--- src/rtl/seg7_card_decoder.sv ---
// seg7_card_decoder: qualifies an active-low 7-segment pattern {g,f,e,d,c,b,a}.
// A pattern must be seen STABLE_CYCLES times in a row before it is decoded
// into a card value (0=blank, 1=A, 2..10, 11=J, 12=Q, 13=K).
// Illegal patterns produce a one-cycle decode_err pulse.
// Optional feature macro: SEG7_ERR_COUNT_EN builds the saturating err_count
// register. Without it, err_count is tied to zero.
module seg7_card_decoder #(
  parameter int unsigned STABLE_CYCLES = 3
) (
  input  logic       slow_clock,
  input  logic       reset,
  input  logic [6:0] seg_in,
  input  logic       seg_valid,
  output logic       seg_ready,
  output logic [3:0] card_out,
  output logic       card_valid,
  input  logic       out_ready,
  output logic       decode_err,
  output logic [7:0] err_count
);

  localparam logic [3:0] STABLE_C = 4'(STABLE_CYCLES);

  typedef enum logic [1:0] {IDLE, QUALIFY, DECODE, OUT} state_t;

  state_t     state_q, state_d;
  logic [6:0] cand_q, cand_d;
  logic [3:0] count_q, count_d;
  logic [3:0] count_inc;
  logic       ready_q;
  logic       card_valid_q;
  logic       decode_err_q;
  logic [3:0] card_q;
  logic       xfer;

  // Returns 1 when the pattern is one of the fourteen displayable cards.
  function automatic logic pattern_legal(input logic [6:0] p);
    case (p)
      7'b1111111, 7'b0001000, 7'b0100100, 7'b0110000, 7'b0011001,
      7'b0010010, 7'b0000010, 7'b1111000, 7'b0000000, 7'b0010000,
      7'b1000000, 7'b1100001, 7'b0011000, 7'b0001001: pattern_legal = 1'b1;
      default:                                         pattern_legal = 1'b0;
    endcase
  endfunction

  // Card value for a legal pattern; illegal patterns map to 0 but are never loaded.
  function automatic logic [3:0] decode_value(input logic [6:0] p);
    case (p)
      7'b0001000: decode_value = 4'd1;
      7'b0100100: decode_value = 4'd2;
      7'b0110000: decode_value = 4'd3;
      7'b0011001: decode_value = 4'd4;
      7'b0010010: decode_value = 4'd5;
      7'b0000010: decode_value = 4'd6;
      7'b1111000: decode_value = 4'd7;
      7'b0000000: decode_value = 4'd8;
      7'b0010000: decode_value = 4'd9;
      7'b1000000: decode_value = 4'd10;
      7'b1100001: decode_value = 4'd11;
      7'b0011000: decode_value = 4'd12;
      7'b0001001: decode_value = 4'd13;
      default:    decode_value = 4'd0;
    endcase
  endfunction

  // ready_q is only ever high in IDLE/QUALIFY, so a transfer implies one of those states.
  assign xfer      = seg_valid & ready_q;
  assign count_inc = count_q + 4'd1;

  // Next-state logic: candidate capture, run-length counting and state transitions.
  always_comb begin
    state_d = state_q;
    cand_d  = cand_q;
    count_d = count_q;
    case (state_q)
      IDLE: begin
        if (xfer) begin
          cand_d  = seg_in;
          count_d = 4'd1;
          state_d = (STABLE_C == 4'd1) ? DECODE : QUALIFY;
        end
      end
      QUALIFY: begin
        if (xfer) begin
          if (seg_in == cand_q) begin
            count_d = count_inc;
            if (count_inc == STABLE_C) state_d = DECODE;
          end else begin
            cand_d  = seg_in;
            count_d = 4'd1;
          end
        end
      end
      DECODE: begin
        state_d = pattern_legal(cand_q) ? OUT : IDLE;
      end
      OUT: begin
        if (out_ready) state_d = IDLE;
      end
    endcase
  end

  // FSM and registered outputs; outputs are derived from the next state so
  // they line up with the state they describe.
  always_ff @(posedge slow_clock or posedge reset) begin
    if (reset) begin
      state_q      <= IDLE;
      cand_q       <= 7'd0;
      count_q      <= 4'd0;
      ready_q      <= 1'b0;
      card_valid_q <= 1'b0;
      decode_err_q <= 1'b0;
      card_q       <= 4'd0;
    end else begin
      state_q      <= state_d;
      cand_q       <= cand_d;
      count_q      <= count_d;
      ready_q      <= (state_d == IDLE) || (state_d == QUALIFY);
      card_valid_q <= (state_d == OUT);
      decode_err_q <= (state_d == DECODE) && !pattern_legal(cand_d);
      if (state_q == DECODE && pattern_legal(cand_q)) card_q <= decode_value(cand_q);
    end
  end

  assign seg_ready  = ready_q;
  assign card_valid = card_valid_q;
  assign decode_err = decode_err_q;
  assign card_out   = card_q;

`ifdef SEG7_ERR_COUNT_EN
  logic [7:0] err_count_q;

  // Saturating count of illegal patterns, bumped as the DECODE cycle ends.
  always_ff @(posedge slow_clock or posedge reset) begin
    if (reset) begin
      err_count_q <= 8'd0;
    end else if (state_q == DECODE && !pattern_legal(cand_q) && err_count_q != 8'hFF) begin
      err_count_q <= err_count_q + 8'd1;
    end
  end

  assign err_count = err_count_q;
`else
  assign err_count = 8'd0;
`endif

endmodule
--- config.mk ---
export PLATFORM = sky130hd
export DESIGN_NAME = seg7_card_decoder
export DESIGN_NICKNAME = d
export VERILOG_FILES = /design/src/rtl/seg7_card_decoder.sv
export SDC_FILE = /design/constraint.sdc
export NUM_CORES = 1
export LEC_CHECK = 0
export ABC_AREA = 0
export BUFFER_PORTS_ARGS = -buffer_cell sky130_fd_sc_hd__buf_2
export CAP_MARGIN = 10
export CORE_MARGIN = 2
export CORE_UTILIZATION = 42
export CTS_CLUSTER_DIAMETER = 40
export CTS_CLUSTER_SIZE = 25
export DETAILED_ROUTE_END_ITERATION = 6
export PLACE_DENSITY = 0.7
export SYNTH_ARGS = -nofsm -noshare
export SYNTH_HDL_FRONTEND = slang
export SYNTH_SLANG_ARGS = --single-unit
--- constraint.sdc ---
create_clock -name slow_clock -period 5.4 [get_ports slow_clock]
set_clock_uncertainty 0.2 [all_clocks]
set_input_delay 1.08 -clock slow_clock [delete_from_list [all_inputs] [get_ports slow_clock]]
set_output_delay 1.08 -clock slow_clock [all_outputs]
set_load 0.01 [all_outputs]
**Word level (Yosys, flattened, before mapping)**

Index checks and enable logic that the tools add are counted.

- Register bits after elaboration: 20
- Bits in latches: 0
- Bits in writable memories: 0
- ROM bits: 0
- Input port bits: 11
- Output and inout port bits: 15
- Logic and storage cells: 76
- Memories: 0

- Add/subtract/negate cells: 1
- $mul: 0
- Div/mod/pow operators: 0
- Order comparisons: 0
- Equality and inequality tests: 36
- Shifts and indexed selects: 0
- Mux-type cells: 19
- Bitwise gates (word level): 1
- Reduce and logical (&&, ||, !) cells: 12

Operator list:

| operator | number |
|---|---|
| $eq 7x5->1 const B | 8 |
| $eq 7x7->1 const B | 8 |
| $pmux 4 s13 | 1 |
| $eq 7x4->1 const B | 4 |
| $eq 7x6->1 const B | 4 |
| $reduce_or 14->1 | 2 |
| $mux 7 | 3 |
| $eq 7x2->1 const B | 2 |
| $logic_not 7->1 | 2 |
| $pmux 7 s2 | 1 |
| $mux 2 | 6 |
| $mux 4 | 3 |
| $eq 2x2->1 const B | 4 |
| $pmux 2 s4 | 1 |
| $pmux 4 s2 | 1 |
| $eq 7x7->1 | 1 |
| $add 4x1->4 const B | 1 |
| $eq 2x1->1 const B | 2 |
| $eq 4x2->1 const B | 1 |
| $logic_not 2->1 | 2 |
| $ne 2x2->1 const B | 2 |
| $mux 1 | 3 |
| $reduce_and 3->1 | 1 |
| $logic_and 1x1->1 | 2 |
| 4 further kinds | 4 |

**Logic depth before layout (Yosys ltp)**

- Depth after elaboration: 9
- Depth in mapped cells: 7
- Depth with buffers taken out: 6

**Least setup slack after synthesis**

Ideal clock, no wire load.

- Path type: input to register
- Start point: in seg_in[3]
- End point: reg decode_err_q (netlist: decode_err)
- Setup time: 0.126 ns
- Data arrival time: 2.428 ns
- Data required time: 5.074 ns
- Path slack: 2.646 ns
- Stages: 7
- Buffers on the path: 1
- Path through: buf_2 xor2_1 nor4_1 a21o_2 nand4_1 a211o_1 nor4b_2

- Cells in the longest elaborated chain, start to end: 9
- Elaborated cells on any way between the ends: 27
- Classes of those cells: 15 x eq/ne; 8 x mux; 4 x reduce/logical

RTL lines:

| what | line | RTL |
|---|---|---|
| start: declaration | 12 | `input logic [6:0] seg_in,` |
| $eq 7x7->1 | 85 | `if (seg_in == cand_q) begin` |
| $mux 7 | 85 |  |
| $mux 7 | 84 | `if (xfer) begin` |
| $pmux 7 s2 | 75 | `case (state_q)` |
| $eq 7x7->1 (tied with other cells) | 38 | `case (p)` |
| $reduce_or 14->1 | 38 |  |
| $mux 1 | 38 |  |
| $logic_not 1->1 | 120 | `decode_err_q <= (state_d == DECODE) && !pattern_legal(cand_d);` |
| $logic_and 1x1->1 (*) | 120 |  |
| end signal: assignment | 120 |  |
| end: declaration | 32 | `logic decode_err_q;` |

Every way passes the cells marked *; elsewhere a longest branch is shown, timed or not.
A chain may end at the register's enable or synchronous reset.

**Worst setup path in the final report**

Ends and elaborated chain as after synthesis.

==> impl_summary.md <==
Drt
The number of detailed-routing iterations run before antenna repair is 5. After detailed routing, the number of remaining DRC violations is 0. The final route contains 1311 vias.

The overall routed net length is roughly 3500 um. The count of antenna-violating nets left after detailed routing is 0. For this block, the initial DRC count from the detailed router was 59.

The average wire per standard cell is 15.1 um. The mean number of vias per cell is 5.63.

STA
The count of endpoints failing setup in the final report is 0. Setup repair after global routing left no endpoint under its margin. Adding up every negative setup slack in the final design gives 0 ns.

The timing-limited maximum frequency is 0.370 GHz. In this run the tightest slew margin relative to its limit is a little under half. The count of final hold-check violations was 0. After layout, the worst path uses 50.0% of the clock period. The minimum clock period after layout is roughly 2.7 ns. The number of slew-limit violations in the final report is 0.

At the pin with the least slew margin, the transition time is 0.783 ns. The worst hold-check slack is 0.305 ns.

Floorplanning
The area of the die is approximately 4200 um2. The number of rows created at floorplan is 22. The number of top-level pins is 26. The core area is 3610 um2. The y dimension of the die is 64.8 um. The floorplan die width is 64.8 um. The effective utilization at floorplan is 43.0%.

Clock tree
In this run the number of H-tree levels came out at 1. The post-CTS setup-driven buffer insertion count is 0. The clock passes through at most 2 buffers. TritonCTS built the clock tree.

The clock transition time at the flip-flop clock pins of the worst setup and hold paths is 0.08 ns. The latest clock arrival within the worst-skew pair is 0.27 ns. Counting the buffers created by CTS gives 3. Clock tree synthesis selected as its root buffer the cell sky130_fd_sc_hd__clkbuf_8. The cts-stage hold buffer count is 0. The clock sink count is 20. The post-CTS resize count is 0.

Critical path
The worst path required time is around 5.4 ns. STA classifies the critical path startpoint as an input port. For this run, the slowest stage of the critical path takes 0.40 ns. The largest driver fanout on the critical path is 8. The signal on the critical path passes through buf_2 > xor2_1 > nor4_1 > a21o_2 > nand4_1 > a211o_1 > nor4b_2.

The worst setup path is captured at a flop. The slack of the worst reg-to-reg path is 2.90 ns. The arrival time reported for the critical path endpoint is around 2.7 ns. On the critical path, the stage with the largest delay is an instance of sky130_fd_sc_hd__nor4_1. The path type of the worst setup path is in -> reg.

Finish
The number of nets in the finished design is 199. The number of antenna diodes in the final layout is 0. The fraction of layout cells with a size suffix above 1 is 17.8%. The area added between synthesis and finish is 7.34%. The share of the core filled with cells in the final layout is 46.2%.

Global routing
Entering global routing, the biggest net connects 21 pins. The number of antenna violations at the first check in global routing was 0. Global routing consumed, over all layers together, 18.2% of the routing resources.

The global-route congestion overflow total is 0. The number of global-route vias before repair is 1214. The wire length of the first global-routing pass is roughly 6000 um.

Synthesis
Counting flops with an async set or reset pin after synthesis yields a share of 100%. The synthesized design contains 20 register bits. The synthesized area divided by synthesized cell count is 8.82 um2. The largest total area in the synthesized netlist belongs to sky130_fd_sc_hd__dfrtp_1. Counting every instance in the synthesized netlist gives roughly 180.

Ranked by total cell area, the synthesized netlist is headed by sky130_fd_sc_hd__dfrtp_1, sky130_fd_sc_hd__buf_4, sky130_fd_sc_hd__nand2_1. During synthesis, Yosys emitted a total of 0 warnings. Counting flops with a built-in enable in the synthesized netlist gives 0. Sequential cells were found to cover approximately 32% of the synthesized design area. The most frequently used flop master after synthesis is sky130_fd_sc_hd__dfrtp_1. The mapped netlist covers around 1600 um2.

The number of different library cells used by synthesis comes to 50. The share of the synthesized area in the top cell type is 32.3%.

Power
The maximum vdd drop is 143 uV. The proportion of power drawn by flip-flops and latches is 44.0%. Combinational logic burns between 10% and 20% of the power. The internal power of the cells totals 0.288 mW. The switching share of power is 30.1%.

The post-layout total power is 0.412 mW. The clock share of power is between 30% and 40%. The leakage power is 0.711 nW. For this design the ratio of total power to cell area is 247 nW/um2. The analysis attributes to net switching a power of 0.124 mW.

Job
Across the run, the number of max-cap violations was 0.

Status
The flow ran to the end, and the final reports show no timing, DRC or antenna violations.

Placed design
The final RePlAce weighted congestion is 0.879. The detailed placement HPWL is 2560 um. The count of input and output buffers is 17.

Hold path
In this run the worst hold path is classified as reg -> reg.
sequential cells by signal, indices dropped and copies added (netlist names):
register    cells
cand_q          7
state_q         2
seg_ready       1
card_out        4
card_valid      1
decode_err      1
count_q         4
Yosys cell counts (5+ instances only):
library cell and n:
sky130_fd_sc_hd__a21oi_1 6, sky130_fd_sc_hd__nand3_1 5, sky130_fd_sc_hd__dfrtp_1 20, sky130_fd_sc_hd__nand4_1 8, sky130_fd_sc_hd__nor2_1 8, sky130_fd_sc_hd__nand2_1 20, sky130_fd_sc_hd__nor3_1 6, sky130_fd_sc_hd__xor2_1 7
sky130_fd_sc_hd__inv_1 6, sky130_fd_sc_hd__o21ai_0 11, sky130_fd_sc_hd__buf_4 10
through the flow:
step | area [um2] | setup slack (ns) | std cells
floorplan | 1580 | 2.65 | 183
global placement | 1590 | 2.45 | 229
detailed placement | 1590 | 2.42 | 229
CTS | 1670 | 2.69 | 233
global route | 1670 | 2.51 | 233
finish | 1670 | 2.70 | 233
final timing paths:
| check | start | end | depth (start not counted) |
|---|---|---|---|
| setup / recovery | seg_in[3] | decode_err$_DFF_PP0_ | 7 |
| hold / removal | card_out[0]$_DFFE_PP0P_ | card_out[0]$_DFFE_PP0P_ | 1 |
| setup reg to reg | cand_q[0]$_DFF_PP0_ | decode_err$_DFF_PP0_ | 6 |
| hold reg to reg | card_out[0]$_DFFE_PP0P_ | card_out[0]$_DFFE_PP0P_ | 1 |
| max in group asynchronous | reset | count_q[0]$_DFFE_PP0P_ | 2 |
| min in group asynchronous | reset | card_out[0]$_DFFE_PP0P_ | 2 |
cells by family (layout without fill, tap and decap cells):
kind of cell | after synthesis | count (layout) | synth area share [%]
xor gates and xnor gates | 11 | 11 | 6.21
and+or+nand+nor | 72 | 72 | 27.7
buffers and inverters | 25 | 27 | 9.76
muxes | 6 | 6 | 4.44
adders and majority gates | 2 | 2 | 1.61
other | 1 | 8 | 0.242
AOI/OAI and AO/OA | 39 | 39 | 17.7
DFF | 20 | 20 | 32.3
worst max-delay path: cells and delay by family:
kind | cells | cell delay, ns
and+or+nand+nor | 3 | 0.65
AOI/OAI and AO/OA | 2 | 0.56
xor gates and xnor gates | 1 | 0.19
buffers and inverters | 1 | 0.15
power groups by stage:
stage | Clock (mW) | Combinational [mW] | Sequential (mW)
2_1_floorplan | 0 | 0.0815 | 0.167
3_5_place_dp | 0 | 0.0770 | 0.183
6_report | 0.153 | 0.0775 | 0.181
5_1_grt | 0.163 | 0.0864 | 0.183
4_1_cts | 0.156 | 0.0778 | 0.181
3_3_place_gp | 0 | 0.0753 | 0.183
per-layer routing:
| layer | wire, um | GRT usage (%) | vias to the layer above |
|---|---|---|---|
| met5 | 0 | 0 | - |
| met4 | 83 | 6.65 | 0 |
| met3 | 121 | 3.13 | 9 |
| met2 | 1640 | 28.9 | 36 |
| met1 | 1680 | 24.9 | 625 |
| li1 | - | - | 641 |
area by class of cell:
cell class                 instances  area [um2]
multi-input combinational        138         926
clock buffer                       3        41.3
sequential                        20         500
clock inverter                     1        30.0
fill                             368        1940
inverter                           6        22.5
tap                               48        60.1
timing repair buffer              17        85.1
cell usage in the layout (no fill, tap or decap), types with 2 or more instances in the layout:
cell,count
sky130_fd_sc_hd__a211oi_1,2
sky130_fd_sc_hd__a21oi_1,6
sky130_fd_sc_hd__a22o_1,3
sky130_fd_sc_hd__a32o_1,2
sky130_fd_sc_hd__and3_1,2
sky130_fd_sc_hd__buf_2,17
sky130_fd_sc_hd__clkbuf_8,3
sky130_fd_sc_hd__conb_1,8
sky130_fd_sc_hd__dfrtp_1,20
sky130_fd_sc_hd__ha_1,2
sky130_fd_sc_hd__inv_1,6
sky130_fd_sc_hd__mux2_2,3
sky130_fd_sc_hd__mux2i_1,2
sky130_fd_sc_hd__nand2_1,20
sky130_fd_sc_hd__nand2b_1,2
sky130_fd_sc_hd__nand3_1,5
sky130_fd_sc_hd__nand4_1,8
sky130_fd_sc_hd__nor2_1,8
sky130_fd_sc_hd__nor2b_1,3
sky130_fd_sc_hd__nor3_1,6
sky130_fd_sc_hd__nor4_1,3
sky130_fd_sc_hd__o211ai_1,4
sky130_fd_sc_hd__o21ai_0,11
sky130_fd_sc_hd__o31a_1,2
sky130_fd_sc_hd__o31ai_1,3
sky130_fd_sc_hd__or3_1,3
sky130_fd_sc_hd__xnor2_1,4
sky130_fd_sc_hd__xor2_1,7
No activity file was read; power rests on OpenSTA's default activity.
